===== config.mk =====
export PLATFORM = sky130hd
export DESIGN_NAME = cla_mul_seq
export DESIGN_NICKNAME = d
export VERILOG_FILES = /design/src/rtl/cla_mul_seq_pkg.sv /design/src/rtl/cla_mul_seq_cla16bit.sv /design/src/rtl/cla_mul_seq.sv
export SDC_FILE = /design/constraint.sdc
export NUM_CORES = 1
export LEC_CHECK = 0
export BUFFER_PORTS_ARGS = -buffer_cell sky130_fd_sc_hd__buf_2
export CORE_MARGIN = 3
export CORE_UTILIZATION = 60
export CTS_BUF_LIST = sky130_fd_sc_hd__clkbuf_8 sky130_fd_sc_hd__clkbuf_16
export CTS_CLUSTER_DIAMETER = 150
export CTS_CLUSTER_SIZE = 12
export DETAILED_ROUTE_END_ITERATION = 10
export PLACE_DENSITY = 0.86
export SYNTH_ARGS = -nofsm -noshare
export SYNTH_HDL_FRONTEND = slang
export SYNTH_SLANG_ARGS = --single-unit
export TNS_END_PERCENT = 10

===== constraint.sdc =====
create_clock -name clk -period 7.5 [get_ports clk]
set_clock_uncertainty 0.2 [all_clocks]
set_input_delay 1.5 -clock clk [delete_from_list [all_inputs] [get_ports clk]]
set_output_delay 1.5 -clock clk [all_outputs]
set_load 0.02 [all_outputs]

===== src/rtl/cla_mul_seq_pkg.sv =====
// Shared constants and types for the shift-add multiplier sequencer.
// Holds the sequencer state encoding, datapath width and the ALU opcodes that launch it.
package cla_mul_seq_pkg;

    localparam int ALU_W = 16;

    typedef enum logic [2:0] {
        MS_IDLE   = 3'd0,
        MS_ABS_A  = 3'd1,
        MS_ABS_B  = 3'd2,
        MS_MUL    = 3'd3,
        MS_NEG_LO = 3'd4,
        MS_NEG_HI = 3'd5,
        MS_DONE   = 3'd6
    } ms_state_t;

    // ALU control raises start for these two opcodes.
    localparam logic [3:0] OP_MUL  = 4'hA;
    localparam logic [3:0] OP_MULS = 4'hB;

    function automatic logic [ALU_W-1:0] cond_inv(input logic [ALU_W-1:0] x, input logic inv);
        return inv ? ~x : x;
    endfunction

endpackage


===== src/rtl/cla_mul_seq_cla16bit.sv =====
// 16-bit carry-lookahead adder: four 4-bit lookahead groups under a second lookahead level.
// Purely combinational, single-cycle path; no flow control.
module cla16bit (
    input  logic [15:0] A,
    input  logic [15:0] B,
    input  logic        cin,
    output logic [15:0] SUM,
    output logic        C_OUT
);

    logic [3:0] w_grp_g;
    logic [3:0] w_grp_p;
    logic [3:0] w_grp_c;

    assign w_grp_c[0] = cin;
    assign w_grp_c[1] = w_grp_g[0] | (w_grp_p[0] & cin);
    assign w_grp_c[2] = w_grp_g[1] | (w_grp_p[1] & w_grp_g[0])
                      | (w_grp_p[1] & w_grp_p[0] & cin);
    assign w_grp_c[3] = w_grp_g[2] | (w_grp_p[2] & w_grp_g[1])
                      | (w_grp_p[2] & w_grp_p[1] & w_grp_g[0])
                      | (w_grp_p[2] & w_grp_p[1] & w_grp_p[0] & cin);
    assign C_OUT      = w_grp_g[3] | (w_grp_p[3] & w_grp_g[2])
                      | (w_grp_p[3] & w_grp_p[2] & w_grp_g[1])
                      | (w_grp_p[3] & w_grp_p[2] & w_grp_p[1] & w_grp_g[0])
                      | (w_grp_p[3] & w_grp_p[2] & w_grp_p[1] & w_grp_p[0] & cin);

    for (genvar k = 0; k < 4; k++) begin : g_grp
        logic [3:0] w_g;
        logic [3:0] w_p;
        logic [3:0] w_c;

        assign w_g = A[4*k+3:4*k] & B[4*k+3:4*k];
        assign w_p = A[4*k+3:4*k] ^ B[4*k+3:4*k];

        assign w_c[0] = w_grp_c[k];
        assign w_c[1] = w_g[0] | (w_p[0] & w_c[0]);
        assign w_c[2] = w_g[1] | (w_p[1] & w_g[0]) | (w_p[1] & w_p[0] & w_c[0]);
        assign w_c[3] = w_g[2] | (w_p[2] & w_g[1]) | (w_p[2] & w_p[1] & w_g[0])
                      | (w_p[2] & w_p[1] & w_p[0] & w_c[0]);

        assign SUM[4*k+3:4*k] = w_p ^ w_c;

        assign w_grp_g[k] = w_g[3] | (w_p[3] & w_g[2]) | (w_p[3] & w_p[2] & w_g[1])
                          | (w_p[3] & w_p[2] & w_p[1] & w_g[0]);
        assign w_grp_p[k] = &w_p;
    end

endmodule


===== src/rtl/cla_mul_seq.sv =====
// Multi-cycle 16x16->32 shift-add multiplier (unsigned or two's complement) on one shared CLA.
// Latency fixed: done 17 cycles after start (unsigned), 21 (signed); start while busy is dropped.
module cla_mul_seq
    import cla_mul_seq_pkg::*;
#(
    parameter int WIDTH = ALU_W,
    parameter int CNT_W = 5
) (
    input  logic               clk,
    input  logic               rst_n,
    input  logic               start,
    input  logic               signed_op,
    input  logic               clear,
    input  logic [WIDTH-1:0]   op_a,
    input  logic [WIDTH-1:0]   op_b,
    output logic               busy,
    output logic               done,
    output logic [2*WIDTH-1:0] product
);

    ms_state_t          r_state;
    ms_state_t          w_next;

    logic [WIDTH-1:0]   r_mcand;
    logic [WIDTH-1:0]   r_mplier;
    logic [WIDTH-1:0]   r_acc;
    logic [CNT_W-1:0]   r_cnt;
    logic               r_signed;
    logic               r_sgn;
    logic               r_cy;
    logic [2*WIDTH-1:0] r_product;

    logic [WIDTH-1:0]   w_add_a;
    logic [WIDTH-1:0]   w_add_b;
    logic               w_add_cin;
    logic [WIDTH-1:0]   w_sum;
    logic               w_cout;
    logic               w_neg_a;
    logic               w_neg_b;
    logic               w_last;
    logic [2*WIDTH-1:0] w_shifted;

    assign w_neg_a   = r_signed & r_mcand[WIDTH-1];
    assign w_neg_b   = r_signed & r_mplier[WIDTH-1];
    assign w_last    = (r_cnt == CNT_W'(WIDTH-1));
    // One shift-add step: carry out lands in the acc MSB, adder LSB drops into the multiplier.
    assign w_shifted = {w_cout, w_sum, r_mplier[WIDTH-1:1]};

    cla16bit u_add (
        .A     (w_add_a),
        .B     (w_add_b),
        .cin   (w_add_cin),
        .SUM   (w_sum),
        .C_OUT (w_cout)
    );

    always_comb begin
        w_add_a   = '0;
        w_add_b   = '0;
        w_add_cin = 1'b0;
        case (r_state)
            MS_ABS_A: begin
                w_add_a   = cond_inv(r_mcand, w_neg_a);
                w_add_cin = w_neg_a;
            end
            MS_ABS_B: begin
                w_add_a   = cond_inv(r_mplier, w_neg_b);
                w_add_cin = w_neg_b;
            end
            MS_MUL: begin
                w_add_a = r_acc;
                w_add_b = r_mplier[0] ? r_mcand : '0;
            end
            MS_NEG_LO: begin
                w_add_a   = cond_inv(r_mplier, r_sgn);
                w_add_cin = r_sgn;
            end
            MS_NEG_HI: begin
                w_add_a   = cond_inv(r_acc, r_sgn);
                w_add_cin = r_sgn & r_cy;
            end
            default: begin
                w_add_a   = '0;
                w_add_b   = '0;
                w_add_cin = 1'b0;
            end
        endcase
    end

    always_comb begin
        w_next = r_state;
        if (clear) begin
            w_next = MS_IDLE;
        end else begin
            case (r_state)
                MS_IDLE:   if (start) w_next = signed_op ? MS_ABS_A : MS_MUL;
                MS_ABS_A:  w_next = MS_ABS_B;
                MS_ABS_B:  w_next = MS_MUL;
                MS_MUL:    if (w_last) w_next = r_signed ? MS_NEG_LO : MS_DONE;
                MS_NEG_LO: w_next = MS_NEG_HI;
                MS_NEG_HI: w_next = MS_DONE;
                MS_DONE:   w_next = MS_IDLE;
                default:   w_next = MS_IDLE;
            endcase
        end
    end

    always_ff @(posedge clk or negedge rst_n) begin
        if (!rst_n) begin
            r_state <= MS_IDLE;
        end else begin
            r_state <= w_next;
        end
    end

    always_ff @(posedge clk or negedge rst_n) begin
        if (!rst_n) begin
            r_mcand   <= '0;
            r_mplier  <= '0;
            r_acc     <= '0;
            r_cnt     <= '0;
            r_signed  <= 1'b0;
            r_sgn     <= 1'b0;
            r_cy      <= 1'b0;
            r_product <= '0;
        end else if (!clear) begin
            case (r_state)
                MS_IDLE: begin
                    if (start) begin
                        r_mcand  <= op_a;
                        r_mplier <= op_b;
                        r_signed <= signed_op;
                        r_acc    <= '0;
                        r_cnt    <= '0;
                        r_sgn    <= 1'b0;
                        r_cy     <= 1'b0;
                    end
                end
                MS_ABS_A: begin
                    r_mcand <= w_sum;
                    r_sgn   <= r_signed & (r_mcand[WIDTH-1] ^ r_mplier[WIDTH-1]);
                end
                MS_ABS_B: begin
                    r_mplier <= w_sum;
                end
                MS_MUL: begin
                    {r_acc, r_mplier} <= w_shifted;
                    r_cnt             <= r_cnt + 1'b1;
                    // Unsigned results are published on entry to DONE so they are valid with done.
                    if (w_last && !r_signed) begin
                        r_product <= w_shifted;
                    end
                end
                MS_NEG_LO: begin
                    r_mplier <= w_sum;
                    r_cy     <= w_cout;
                end
                MS_NEG_HI: begin
                    r_acc     <= w_sum;
                    r_product <= {w_sum, r_mplier};
                end
                MS_DONE: begin
                    r_product <= {r_acc, r_mplier};
                end
                default: begin
                    r_cnt <= '0;
                end
            endcase
        end
    end

    assign busy    = (r_state != MS_IDLE);
    assign done    = (r_state == MS_DONE);
    assign product = r_product;

endmodule


Word level (Yosys, flattened, before mapping)
Cells that the tools add are included.
{"block": "classes", "addsub": 1, "mux": 27, "n_eq_ne": 11, "n_reduce_logical": 23, "bitwise": 140}
{"cell": "$mux 16", "count": 9}
{"cell": "$pmux 16 s3", "count": 2}
{"cell": "$pmux 32 s3", "count": 1}
{"cell": "$pmux 16 s5", "count": 1}
{"cell": "$and 1x1->1", "count": 76}
{"cell": "$not 16->16", "count": 3}
{"cell": "$or 1x1->1", "count": 46}
{"cell": "$mux 32", "count": 1}
{"cell": "$pmux 16 s2", "count": 1}
{"cell": "$xor 4x4->4", "count": 8}
{"cell": "$reduce_and 3->1", "count": 7}
{"cell": "$pmux 3 s6", "count": 1}
{"cell": "$and 4x4->4", "count": 4}
{"cell": "$reduce_and 4->1", "count": 4}
{"cell": "$pmux 5 s3", "count": 1}
{"cell": "$reduce_bool 3->1", "count": 4}
{"cell": "$eq 3x3->1 const B", "count": 3}
{"cell": "$mux 3", "count": 3}
{"cell": "$eq 3x2->1 const B", "count": 2}
{"cell": "$ne 3x3->1 const B", "count": 2}
{"cell": "$add 5x1->5 const B", "count": 1}
{"cell": "$eq 5x4->1 const B", "count": 1}
{"cell": "$mux 5", "count": 1}
{"cell": "$reduce_or 5->1", "count": 1}
{"cell": "other kinds (14)", "count": 19}
{"block": "totals", "elab_cells": 211, "inputBits": 37, "register_bits": 91}

Logic depth before layout (Yosys ltp)
Gate-level depths: netlist of the first run.
{"block": "logic_depth", "ltp_word": 17, "ltp_mapped": 20, "ltp_nobuf": 17}

Cells and area by module
Synthesis of the first run repeated with hierarchy kept, for this count alone.
{"block": "hier_totals", "cells_unflattened": 752, "area_unflattened_um2": 6777.8}
{"module": "cla_mul_seq", "seq_area_each_um2": 2277.2, "cells_each": 651, "area_per_inst_um2": 5997.0, "instances": 1}
{"module": "cla16bit", "seq_area_each_um2": 0.0, "cells_each": 101, "area_per_inst_um2": 780.7, "instances": 1}

Worst setup path after synthesis of the first run
No wires, ideal clock.
{"block": "synth_timing", "path_type": "register -> register", "from": "register r_state[0]", "to": "register r_mplier[9]", "setup_ns": 0.133, "n_path_buf": 4, "slack_ns": 2.982, "t_required_ns": 7.167, "arrival_time_ns": 4.185, "path_stages_with_launch": 18, "path_cell_list": "dfrtp_1 buf_4 clkbuf_1 or3b_2 clkbuf_1 clkbuf_1 o211ai_1 ha_1 a21oi_1 o21a_1 nand3_1 a221o_1 a21o_1 fa_1 xnor2_1 nor2_1 a221oi_1 o21ai_0"}
{"block": "synth_via", "elab_chain_cells": 14, "elab_cells_between_ends": 46}
{"item": "start: declaration", "line": "cla_mul_seq.sv:21", "source": "ms_state_t r_state;"}
{"item": "start signal: assignment", "line": "cla_mul_seq.sv:112", "source": "r_state <= w_next;"}
{"item": "$eq 3x3->1, or another cell as far along", "line": "cla_mul_seq.sv:61", "source": "case (r_state)"}
{"item": "$pmux 16 s5 / $mux 16 (equally long branches)", "line": "cla_mul_seq.sv:61"}
{"item": "$xor 4x4->4 / $and 4x4->4 (equally long branches)", "line": "cla_mul_seq_cla16bit.sv:33, cla_mul_seq_cla16bit.sv:32"}
{"item": "$and 1x1->1 (on tied branches)", "line": "cla_mul_seq_cla16bit.sv:43, cla_mul_seq_cla16bit.sv:44"}
{"item": "$or 1x1->1, or another cell as far along", "line": "cla_mul_seq_cla16bit.sv:43", "source": "assign w_grp_g[k] = w_g[3] | (w_p[3] & w_g[2]) | (w_p[3] & w_p[2] & w_g[1])"}
{"item": "$or 1x1->1 / $and 1x1->1 (equally long branches)", "line": "cla_mul_seq_cla16bit.sv:43, cla_mul_seq_cla16bit.sv:44"}
{"item": "$or 1x1->1", "line": "cla_mul_seq_cla16bit.sv:44", "source": "| (w_p[3] & w_p[2] & w_p[1] & w_g[0]);"}
{"item": "$and 1x1->1", "line": "cla_mul_seq_cla16bit.sv:17", "source": "assign w_grp_c[2] = w_grp_g[1] | (w_grp_p[1] & w_grp_g[0])"}
{"item": "$or 1x1->1", "line": "cla_mul_seq_cla16bit.sv:17"}
{"item": "$or 1x1->1", "line": "cla_mul_seq_cla16bit.sv:18", "source": "| (w_grp_p[1] & w_grp_p[0] & cin);"}
{"item": "$and 1x1->1", "line": "cla_mul_seq_cla16bit.sv:36", "source": "assign w_c[1] = w_g[0] | (w_p[0] & w_c[0]);"}
{"item": "$or 1x1->1", "line": "cla_mul_seq_cla16bit.sv:36"}
{"item": "$xor 4x4->4", "line": "cla_mul_seq_cla16bit.sv:41", "source": "assign SUM[4*k+3:4*k] = w_p ^ w_c;"}
{"item": "$pmux 16 s3", "line": "cla_mul_seq.sv:127", "source": "case (r_state)"}
{"item": "end signal: assignment", "line": "cla_mul_seq.sv:131", "source": "r_mplier <= op_b;"}
{"item": "end signal: assignment", "line": "cla_mul_seq.sv:144", "source": "r_mplier <= w_sum;"}
{"item": "end signal: assignment", "line": "cla_mul_seq.sv:147", "source": "{r_acc, r_mplier} <= w_shifted;"}
{"item": "end: declaration", "line": "cla_mul_seq.sv:25", "source": "logic [WIDTH-1:0] r_mplier;"}
Several ways; a longest one is shown, not always the timed one.
A chain may end at the register's enable or synchronous reset.

Worst setup path in the final report of the first run
{"block": "layout_timing", "from": "register r_state[2]", "to": "register r_mplier[9]"}
Same word-level chain as after synthesis.

==> flow_metrics.py, run 1 <==
metrics = {
    "final_layout": {
        "seqCellArea_um2": 2277,
        "finish.instance_area_um2": 6630,
        "final.fill_count": 866,
        "area_of_the_multi_input_gates_um2": 3551,
        "fraction_of_layout_cells_with_a_size_suffix_above_1_pct": 15.03,
        "antenna_cells": 0,
        "synthToLayoutAreaGrowth_pct": 9.483,
        "layout.nets": 826,
    },
    "critical_path": {
        "crit_path_start_kind": "flop",
        "worstPathMaxFanout": 32,
        "cp_data_required_time_ns": 7.51,
        "reg2reg_slack_ns": 1.45,
        "critical_path_class": "reg2reg",
        "worstRegToRegCells": 17,
        "rr_endpoint": "r_mplier[9]",
        "capturing_element_type_of_the_critical_path": "flop",
        "crit-reg2reg-launch": "r_state[2]",
        "critPathArrivalTime_ns": 6.06,
    },
    "timing": {
        "worst_hold_slack_ns": 0.2821,
        "period_share_pct": 80.67,
        "max_freq_mhz": 165.3,
        "timing_max_transition_violations_final": 0,
        "worst_pin_slew_ns": 1.333,
        "final_hold_viol_count": 0,
        "final.setup.worst_slack_ns": 1.450,
        "final-setup-viol-count": 0,
        "timing.final.crit_period_ns": 6.050,
        "setup_tns_ns": 0,
        "timing.max_slew.rel_slack_pct": 10.94,
        "setup_repair_after_global_routing_missed_its_margin": "false",
    },
    "synthesis": {
        "post_synth_instance_area_um2": 6056,
        "post-synth-top-area-fraction_pct": 37.60,
        "synthCells": 729,
        "synth_edf_count": 0,
        "seq_area_frac_synth_pct": 37.60,
        "synth_most_common_cell": "nand2_1",
        "post_synth_xor_area_fraction_pct": 4.153,
        "synth_commonest_cells": "nand2_1, dfrtp_1, o21ai_0",
        "synth-seq-cells": 91,
        "synth_compound_area_share_pct": 27.67,
        "biggest_area_contributors_in_the_synthesized_netlist": "dfrtp_1, nand2_1, o21ai_0",
        "post_synthesis_mux_area_share_pct": 2.211,
        "synthesized_area_fraction_occupied_by_and_or_nand_nor_cells_pct": 19.32,
        "synth-adder-area-share_pct": 5.041,
        "warnings_from_yosys": 0,
        "async_s_r_ff_share_synth_pct": 100.0,
        "largest_family_of_logic_cells_by_synthesized_area": "compound AO/OA/AOI/OAI gates",
        "synthDominantAreaCellType": "dfrtp_1",
        "ys_types": 68,
        "synth.net_count": 788,
        "synthesis.area_per_instance_um2": 8.307,
        "synth_ff_type": "dfrtp_1",
    },
    "place": {
        "routabilityCongestion": 0.8839,
        "post_dp_cell_area_um2": 6445,
        "port-buffer-count": 70,
        "dpl.hpwl_um": 13050,
        "place_worst_setup_slack_ns": 1.585,
    },
    "detailed_routing": {
        "drt_pre_antenna_iters": 8,
        "drt_iter0_markers": 681,
        "post_drt_via_cell_ratio": 6.422,
        "drt-wirelength-per-cell_um": 19.78,
        "detail_route.drc_violations": 0,
        "detail_route.wirelength_um": 17900,
        "drt.antenna.violating_nets": 0,
        "detailroute.via_count": 5812,
    },
    "power_and_ir_drop": {
        "irDropWorstVdd_uv": 228.7,
        "leakagePower_nw": 3.096,
        "power.density_cell_area_nw_per_um2": 387.0,
    },
    "clocking": {
        "worst_setup_hold_path_clk_slew_ns": 0.10,
        "cts-hold-fix-buffers": 0,
        "cts_buffers": 9,
        "cts_tree": "built",
        "cts_root_buffer": "clkbuf_8",
        "cts.sinks": 91,
        "setup_bufs_post_cts": 0,
        "post_cts.resized_instances": 0,
        "clk_path_buf_depth": 2,
        "htreeDepth": 3,
        "insertion_delay_ns": 0.37,
    },
    "min_path": {
        "min_from": "product[20]",
        "end_of_the_worst_hold_path": "product[20]",
        "holdCritPathClass": "reg2reg",
        "hold_depth": 1,
    },
    "grt": {
        "grt_pass1_vias": 5402,
        "global_route.overflow_total": 0,
        "grt_antenna_before_repair": 0,
        "grt_pass1_wl_um": 29010,
        "track_usage_pct": 32.74,
        "grt_start_max_net_pins": 71,
    },
    "die": {
        "number_of_primary_i_o_pins": 71,
        "num_rows": 36,
        "die_height_um": 106.5,
        "start_util_pct": 61.96,
        "core_area_um2": 9774,
        "fp.dieW_um": 106.5,
        "fp.dieArea_um2": 11330,
    },
    "outcome": {
        "outcome": "finished, final reports clean",
    },
    "flow_run": {
        "timing.max_cap.violations": 0,
    },
}
## layout by cell type (no fill, tap or decap), types with 8 or more instances in the layout
cell type | synthesis | final
xor2_1 | 19 | 19
mux2i_1 | 10 | 10
buf_4 | 1 | 10
o21ai_0 | 85 | 85
a31oi_1 | 20 | 20
and3_1 | 21 | 21
nand3_1 | 11 | 11
dfrtp_1 | 91 | 91
clkbuf_8 | 0 | 10
ha_1 | 18 | 18
nand2_1 | 125 | 125
a221oi_1 | 14 | 14
a22o_1 | 11 | 11
a21oi_1 | 52 | 50
buf_2 | 5 | 69
inv_1 | 8 | 8
o211ai_1 | 15 | 15
nor2_1 | 60 | 60
a21o_1 | 11 | 11
## report_power, final
part	internal (mW)	switching, mW	leakage (nW)	total [mW]
sequential	0.645	0.256	1.11	0.902
combinational	0.497	0.848	1.89	1.34
clock	0.133	0.187	0.0933	0.319
## worst max-delay path by stage
stage             endpoint  depth (start not counted)       start  slack [ns]
2_1_floorplan  r_mplier[9]                         17  r_state[0]        2.98
3_3_place_gp   product[24]                         16  r_state[2]        1.73
3_5_place_dp   r_mplier[9]                         17  r_state[2]        1.58
4_1_cts        r_mplier[9]                         17  r_state[2]        1.55
5_1_grt        r_mplier[9]                         17  r_state[2]        0.99
6_report       r_mplier[9]                         17  r_state[2]        1.45
## worst max-delay path, stage by stage, from the launching register on
cell and delay (ns):
dfrtp_1 1.01, nand2b_1 0.25, a21oi_1 0.06, o21bai_1 1.03, nand2_1 0.10, o21ai_0 0.12
o211ai_1 0.12, ha_1 0.37, a21oi_1 0.22, o21a_1 0.17, nand3_1 0.19, a221o_1 0.41
a21o_1 0.21, fa_1 0.43, xnor2_1 0.57, nor2_1 0.09, a221oi_1 0.22, o21ai_0 0.10
## cell type report
cell class	instances	area share [%]
inverter	8	0.4529
clock inverter	6	0.7171
sequential	91	34.35
timing repair buffer	79	6.341
multi-input combinational	578	53.56
clock buffer	10	2.076
tap	133	2.510
## layer usage
metal	vias up	global-route usage (%)	wire length, um
met5	-	0	0
met4	0	12.33	536
met3	45	6.132	1890
met2	297	48.91	7860
met1	2756	47.46	7610
li1	2714	-	-
## state kept, by name (all words and copies together) (netlist names)
register	flops
product	32
r_acc	16
r_cnt	5
r_cy	1
r_mcand	16
r_mplier	16
r_sgn	1
r_signed	1
r_state	3
## cell families (layout without fill, tap and decap cells)
family,count (synthesis),in the layout
compound gates,261,261
simple gates,255,255
flops,91,91
buf+inv,60,103
xor+xnor,27,27
fa+ha+maj,22,22
mux,13,13
## metrics by stage
step,cells,utilization (%),power [mW]
after global routing,905,67.83,2.759
after detailed placement,889,65.94,2.215
final,905,67.83,2.566
after global placement,889,65.94,2.169
after floorplan,729,-,1.792
after CTS,905,67.83,2.537
Note: power is estimated with default switching activity, not from simulation.
==> run 2: changes to the inputs <==
--- a/config.mk
+++ b/config.mk
@@ -5,14 +5,15 @@
 export SDC_FILE = /design/constraint.sdc
 export NUM_CORES = 1
 export LEC_CHECK = 0
+export ABC_AREA = 1
 export BUFFER_PORTS_ARGS = -buffer_cell sky130_fd_sc_hd__buf_2
 export CORE_MARGIN = 3
-export CORE_UTILIZATION = 60
+export CORE_UTILIZATION = 54
 export CTS_BUF_LIST = sky130_fd_sc_hd__clkbuf_8 sky130_fd_sc_hd__clkbuf_16
 export CTS_CLUSTER_DIAMETER = 150
 export CTS_CLUSTER_SIZE = 12
 export DETAILED_ROUTE_END_ITERATION = 10
-export PLACE_DENSITY = 0.86
+export PLACE_DENSITY = 0.81
 export SYNTH_ARGS = -nofsm -noshare
 export SYNTH_HDL_FRONTEND = slang
 export SYNTH_SLANG_ARGS = --single-unit
==> constraint.sdc (replaced) <==
create_clock -name clk -period 5.5 [get_ports clk]
set_clock_uncertainty 0.2 [all_clocks]
set_input_delay 1.1 -clock clk [delete_from_list [all_inputs] [get_ports clk]]
set_output_delay 1.1 -clock clk [all_outputs]
set_load 0.02 [all_outputs]
==> flow_metrics.py, run 2 <==
metrics = {
    "die": {
        "num_rows": 39,
        "die_height_um": 116.8,
        "core_area_um2": 11710,
        "fp.dieArea_um2": 13650,
        "start_util_pct": 56.62,
        "fp.dieW_um": 116.8,
        "number_of_primary_i_o_pins": 71,
    },
    "place": {
        "routabilityCongestion": 0.9536,
        "port-buffer-count": 70,
        "place_worst_setup_slack_ns": 0.9493,
        "dpl.hpwl_um": 14090,
    },
    "detailed_routing": {
        "drt_iter0_markers": 750,
        "detail_route.wirelength_um": 19460,
        "drt.antenna.violating_nets": 0,
        "detail_route.drc_violations": 0,
        "drt-wirelength-per-cell_um": 18.02,
        "post_drt_via_cell_ratio": 6.127,
        "drt_pre_antenna_iters": 6,
        "detailroute.via_count": 6617,
    },
    "timing": {
        "worst_hold_slack_ns": 0.2850,
        "timing.final.crit_period_ns": 4.661,
        "final.setup.worst_slack_ns": 0.8385,
        "max_freq_mhz": 214.5,
        "final_hold_viol_count": 0,
        "timing_max_transition_violations_final": 0,
        "setup_repair_after_global_routing_missed_its_margin": "false",
        "period_share_pct": 84.75,
        "worst_pin_slew_ns": 1.066,
        "timing.max_slew.rel_slack_pct": 28.71,
        "final-setup-viol-count": 0,
        "setup_tns_ns": 0,
    },
    "power_and_ir_drop": {
        "power.density_cell_area_nw_per_um2": 568.7,
        "irDropWorstVdd_uv": 221.7,
        "leakagePower_nw": 3.538,
    },
    "clocking": {
        "post_cts.resized_instances": 0,
        "cts-hold-fix-buffers": 0,
        "cts_root_buffer": "clkbuf_16",
        "cts_buffers": 9,
        "htreeDepth": 3,
        "cts_tree": "built",
        "insertion_delay_ns": 0.35,
        "clk_path_buf_depth": 2,
        "worst_setup_hold_path_clk_slew_ns": 0.07,
        "setup_bufs_post_cts": 0,
        "cts.sinks": 91,
    },
    "final_layout": {
        "antenna_cells": 0,
        "fraction_of_layout_cells_with_a_size_suffix_above_1_pct": 16.54,
        "synthToLayoutAreaGrowth_pct": 9.472,
        "layout.core_utilization_pct": 61.99,
        "mostFrequentLayoutCells": "nand2_1, dfrtp_1, nor2_1",
        "final_common_cell": "nand2_1",
        "largest_register_ffs": 32,
        "layout.nets": 991,
    },
    "synthesis": {
        "post_synth_instance_area_um2": 6631,
        "warnings_from_yosys": 0,
        "synthesis.area_per_instance_um2": 7.368,
        "synthDominantAreaCellType": "dfrtp_1",
        "synth_commonest_cells": "nand2_1, dfrtp_1, nor2_1",
        "post-synth-top-area-fraction_pct": 34.34,
        "ys_types": 48,
        "async_s_r_ff_share_synth_pct": 100.0,
        "synth_edf_count": 0,
        "synth-seq-cells": 91,
        "seq_area_frac_synth_pct": 34.34,
        "synth_ff_type": "dfrtp_1",
        "synth.net_count": 959,
        "synthCells": 900,
        "synth_most_common_cell": "nand2_1",
        "biggest_area_contributors_in_the_synthesized_netlist": "dfrtp_1, nand2_1, a21oi_1",
    },
    "min_path": {
        "hold_depth": 2,
        "min_from": "product[24]",
        "holdCritPathClass": "reg2reg",
        "end_of_the_worst_hold_path": "product[24]",
    },
    "critical_path": {
        "critPathArrivalTime_ns": 4.70,
        "crit_path_start_kind": "flop",
        "cp_data_required_time_ns": 5.54,
        "capturing_element_type_of_the_critical_path": "flop",
        "worstRegToRegCells": 16,
        "worstPathMaxFanout": 21,
        "rr_endpoint": "product[29]",
        "critical_path_class": "reg2reg",
        "reg2reg_slack_ns": 0.84,
        "crit-reg2reg-launch": "r_state[0]",
    },
    "grt": {
        "grt_pass1_vias": 6019,
        "grt_start_max_net_pins": 50,
        "grt_pass1_wl_um": 31310,
        "track_usage_pct": 29.46,
        "grt_antenna_before_repair": 0,
        "global_route.overflow_total": 0,
    },
    "outcome": {
        "outcome": "finished, final reports clean",
    },
    "flow_run": {
        "timing.max_cap.violations": 0,
    },
}
## run 2: cell count changes after synthesis, moves of 12 or more
cell       previous run  this run
nand3_1              11        43
nand2_1             125       162
a21oi_1              52        83
o2111ai_1             0        13
o21ai_0              85        62
nor2_1               60        86
clkbuf_1             43        28
nand2_2               0        20
a32oi_1               1        13
and3_1               21         1
inv_1                 8        84
## run 2: worst max path at each step
stage / cells after the start / slack (ns) / endpoint / from
floorplan: 21 / 1.74 / product[29] / r_state[1]
global placement: 18 / 1.09 / product[29] / r_state[0]
detailed placement: 16 / 0.95 / product[29] / r_state[0]
CTS: 16 / 0.93 / product[29] / r_state[0]
global route: 16 / 0.59 / r_mplier[13] / r_state[0]
finish: 16 / 0.84 / product[29] / r_state[0]
## run 2: power breakdown
| part | total (mW) | switching, mW | internal [mW] | leakage, nW |
|---|---|---|---|---|
| logic | 2.25 | 1.52 | 0.728 | 2.24 |
| registers | 1.24 | 0.303 | 0.933 | 1.16 |
| clock network | 0.645 | 0.280 | 0.365 | 0.143 |
| total | 4.13 | 2.10 | 2.03 | 3.54 |
## run 2: through the flow
step                      cells  power [mW]  instance area, um2
after floorplan             900       2.807                6631
after global placement     1064       3.378                6955
after detailed placement   1064       3.420                6955
after CTS                  1080       4.067                7259
after global routing       1080       4.430                7259
final                      1080       4.128                7259
## run 2: area by class of cell
cell class | count | area [um2]
repair buffers | 78 | 412.9
flip-flops and latches | 91 | 2277
fillers | 1054 | 4452
well taps | 143 | 178.9
clock inverters | 6 | 65.06
inverters | 96 | 362.8
clock buffers | 10 | 239.0
multi-input cells | 656 | 3724
## run 2: kinds of logic (layout without fill, tap and decap cells)
kind of cell	Yosys count	in the layout	synth area share [%]
buf+inv	153	190	9.510
fa+ha+maj	22	22	4.604
xor+xnor	18	18	2.377
compound gates	268	268	24.72
simple gates	348	348	24.45
flops	91	91	34.34
## run 2: worst max-delay path, stage by stage, from the launching register on
cell and delay [ns]:
dfrtp_1 0.71, nand3_4 0.30, inv_1 0.59, a32oi_1 0.20
o2111ai_1 0.18, ha_1 0.31, nand2_1 0.14, nor2_1 0.08
nand2_1 0.08, a21oi_1 0.05, nor2_1 0.19, nand2_4 0.10
fa_1 0.44, xnor2_1 0.49, nor2_1 0.14, a211oi_1 0.23
a21oi_1 0.09
## run 2: per-layer routing
metal  wire, um  GRT usage (%)  share of wire, %
met1       8873          45.07                46
met2       7993          41.30                41
met3       2153          5.090                11
met4        439          11.47               2.3
met5          0              0                 0
==> run 3: changes to the inputs <==
--- a/config.mk
+++ b/config.mk
@@ -5,15 +5,15 @@
 export SDC_FILE = /design/constraint.sdc
 export NUM_CORES = 1
 export LEC_CHECK = 0
-export ABC_AREA = 1
+export ABC_AREA = 0
 export BUFFER_PORTS_ARGS = -buffer_cell sky130_fd_sc_hd__buf_2
 export CORE_MARGIN = 3
-export CORE_UTILIZATION = 54
+export CORE_UTILIZATION = 59
 export CTS_BUF_LIST = sky130_fd_sc_hd__clkbuf_8 sky130_fd_sc_hd__clkbuf_16
 export CTS_CLUSTER_DIAMETER = 150
 export CTS_CLUSTER_SIZE = 12
 export DETAILED_ROUTE_END_ITERATION = 10
-export PLACE_DENSITY = 0.81
+export PLACE_DENSITY = 0.85
 export SYNTH_ARGS = -nofsm -noshare
 export SYNTH_HDL_FRONTEND = slang
 export SYNTH_SLANG_ARGS = --single-unit
==> constraint.sdc (replaced) <==
create_clock -name clk -period 4.7 [get_ports clk]
set_clock_uncertainty 0.2 [all_clocks]
set_input_delay 0.94 -clock clk [delete_from_list [all_inputs] [get_ports clk]]
set_output_delay 0.94 -clock clk [all_outputs]
set_load 0.02 [all_outputs]
==> flow_metrics.py, run 3 (synthesis gave the netlist of run 1 again) <==
metrics = {
    "power_and_ir_drop": {
        "leakagePower_nw": 3.197,
        "irDropWorstVdd_uv": 369.8,
        "fin_total_pwr_mw": 4.297,
        "power.density_cell_area_nw_per_um2": 630.2,
    },
    "detailed_routing": {
        "detailroute.via_count": 5877,
        "drt_iter0_markers": 631,
        "drt_pre_antenna_iters": 5,
        "drt.antenna.violating_nets": 0,
        "drt-wirelength-per-cell_um": 19.72,
        "detail_route.wirelength_um": 18200,
        "detail_route.drc_violations": 0,
        "post_drt_via_cell_ratio": 6.367,
    },
    "place": {
        "routabilityCongestion": 0.9416,
        "post_dp_cell_area_um2": 6580,
        "place_worst_setup_slack_ns": 0.2148,
        "dpl.hpwl_um": 13550,
        "port-buffer-count": 70,
    },
    "clocking": {
        "post_cts.resized_instances": 0,
        "cts.sinks": 91,
        "setup_bufs_post_cts": 0,
        "cts_tree": "built",
        "cts_root_buffer": "clkbuf_8",
        "worst_setup_hold_path_clk_slew_ns": 0.10,
        "cts_buffers": 9,
        "htreeDepth": 3,
        "cts-hold-fix-buffers": 0,
        "insertion_delay_ns": 0.38,
        "clk_path_buf_depth": 2,
    },
    "timing": {
        "setup_repair_after_global_routing_missed_its_margin": "false",
        "max_freq_mhz": 225.9,
        "final_hold_viol_count": 0,
        "final-setup-viol-count": 0,
        "timing.max_slew.rel_slack_pct": 27.15,
        "timing.final.crit_period_ns": 4.426,
        "timing_max_transition_violations_final": 0,
        "final.setup.worst_slack_ns": 0.2736,
        "period_share_pct": 94.18,
        "setup_tns_ns": 0,
        "worst_pin_slew_ns": 1.093,
    },
    "grt": {
        "grt_pass1_wl_um": 29040,
        "grt_pass1_vias": 5424,
        "track_usage_pct": 32.43,
        "grt_antenna_before_repair": 0,
        "grt_start_max_net_pins": 64,
        "global_route.overflow_total": 0,
    },
    "outcome": {
        "outcome": "finished, final reports clean",
    },
    "die": {
        "number_of_primary_i_o_pins": 71,
        "core_area_um2": 9864,
        "fp.dieW_um": 107.3,
        "start_util_pct": 61.39,
        "num_rows": 36,
        "die_height_um": 107.3,
        "fp.dieArea_um2": 11520,
    },
    "final_layout": {
        "antenna_cells": 0,
        "finish.instance_area_um2": 6818,
        "layout.core_utilization_pct": 69.11,
        "largest_register_ffs": 32,
        "fraction_of_layout_cells_with_a_size_suffix_above_1_pct": 17.97,
        "layout.nets": 844,
        "final.fill_count": 799,
        "final_common_cell": "nand2_1",
        "synthToLayoutAreaGrowth_pct": 12.58,
        "mostFrequentLayoutCells": "nand2_1, dfrtp_1, o21ai_0",
    },
    "critical_path": {
        "capturing_element_type_of_the_critical_path": "flop",
        "cp_data_required_time_ns": 4.82,
        "worstPathMaxFanout": 13,
        "crit_path_start_kind": "flop",
        "critPathArrivalTime_ns": 4.55,
        "critical_path_class": "reg2reg",
    },
    "min_path": {
        "holdCritPathClass": "reg2reg",
    },
    "flow_run": {
        "timing.max_cap.violations": 0,
    },
}
## run 3: cell types whose count changed in the layout (fill, tap and decap cells not counted), moves of 11 or more
cell,previous run,this run
nand2_1,162,125
o2111ai_1,13,0
a21oi_1,83,50
a21o_1,0,11
nand3_1,43,11
a32oi_1,13,1
inv_1,85,8
a22o_1,0,11
and3_1,1,20
nand2_2,20,0
nor2_1,86,60
o21ai_0,62,85
buf_4,9,28
## run 3: metal layers
layer | global-route usage, % | vias up | routed length (um)
met4 | 12.51 | 0 | 529
met1 | 47.58 | 2742 | 7610
met2 | 48.44 | 348 | 8140
met3 | 4.859 | 40 | 1922
li1 | - | 2747 | -
met5 | 0 | - | 0
## run 3: path summary, 6_finish.rpt
check	slack [ns]	end	start	cells past startpoint
setup / recovery	0.27	product[24]	r_state[1]	14
min in group asynchronous	0.45	r_cnt[2]	rst_n	1
hold reg to reg	0.28	r_cy	r_cy	2
max in group asynchronous	2.95	r_mplier[15]	rst_n	2
setup reg to reg	0.27	product[24]	r_state[1]	14
hold / removal	0.28	r_cy	r_cy	2
## run 3: final cells by class
cell class,count,area (um2),share of cell area (%)
clock buffer,9,123.9,1.817
clock inverter,7,92.59,1.358
inverter,8,30.03,0.4404
multi-input combinational,578,3567,52.32
sequential,91,2282,33.47
tap,133,166.4,2.441
timing repair buffer,97,555.5,8.148
## run 3: where the power goes
part | total (mW) | switching, mW | internal, mW | leakage [nW]
Combinational | 2.29 | 1.40 | 0.893 | 1.98
Sequential | 1.42 | 0.386 | 1.03 | 1.11
Clock | 0.584 | 0.324 | 0.260 | 0.109
## run 3: worst max-delay path, cell delays in order (launching register included)
cell and delay, ns:
dfrtp_2 0.48, buf_4 0.19, or3b_2 0.49, buf_4 0.21, o211ai_1 0.25, ha_1 0.31
nand2_1 0.16, a2111o_1 0.20, nand3_1 0.12, a221o_1 0.37, a21o_1 0.23, fa_2 0.67
o22ai_1 0.11, a221oi_1 0.27, a21o_1 0.12
## run 3: metrics by stage
stage	hold WS (ns)	std cells
final	0.2803	923
after global routing	0.3086	923
after CTS	0.2827	923
after detailed placement	0.2613	907
after global placement	0.2545	907
after floorplan	0.2377	729
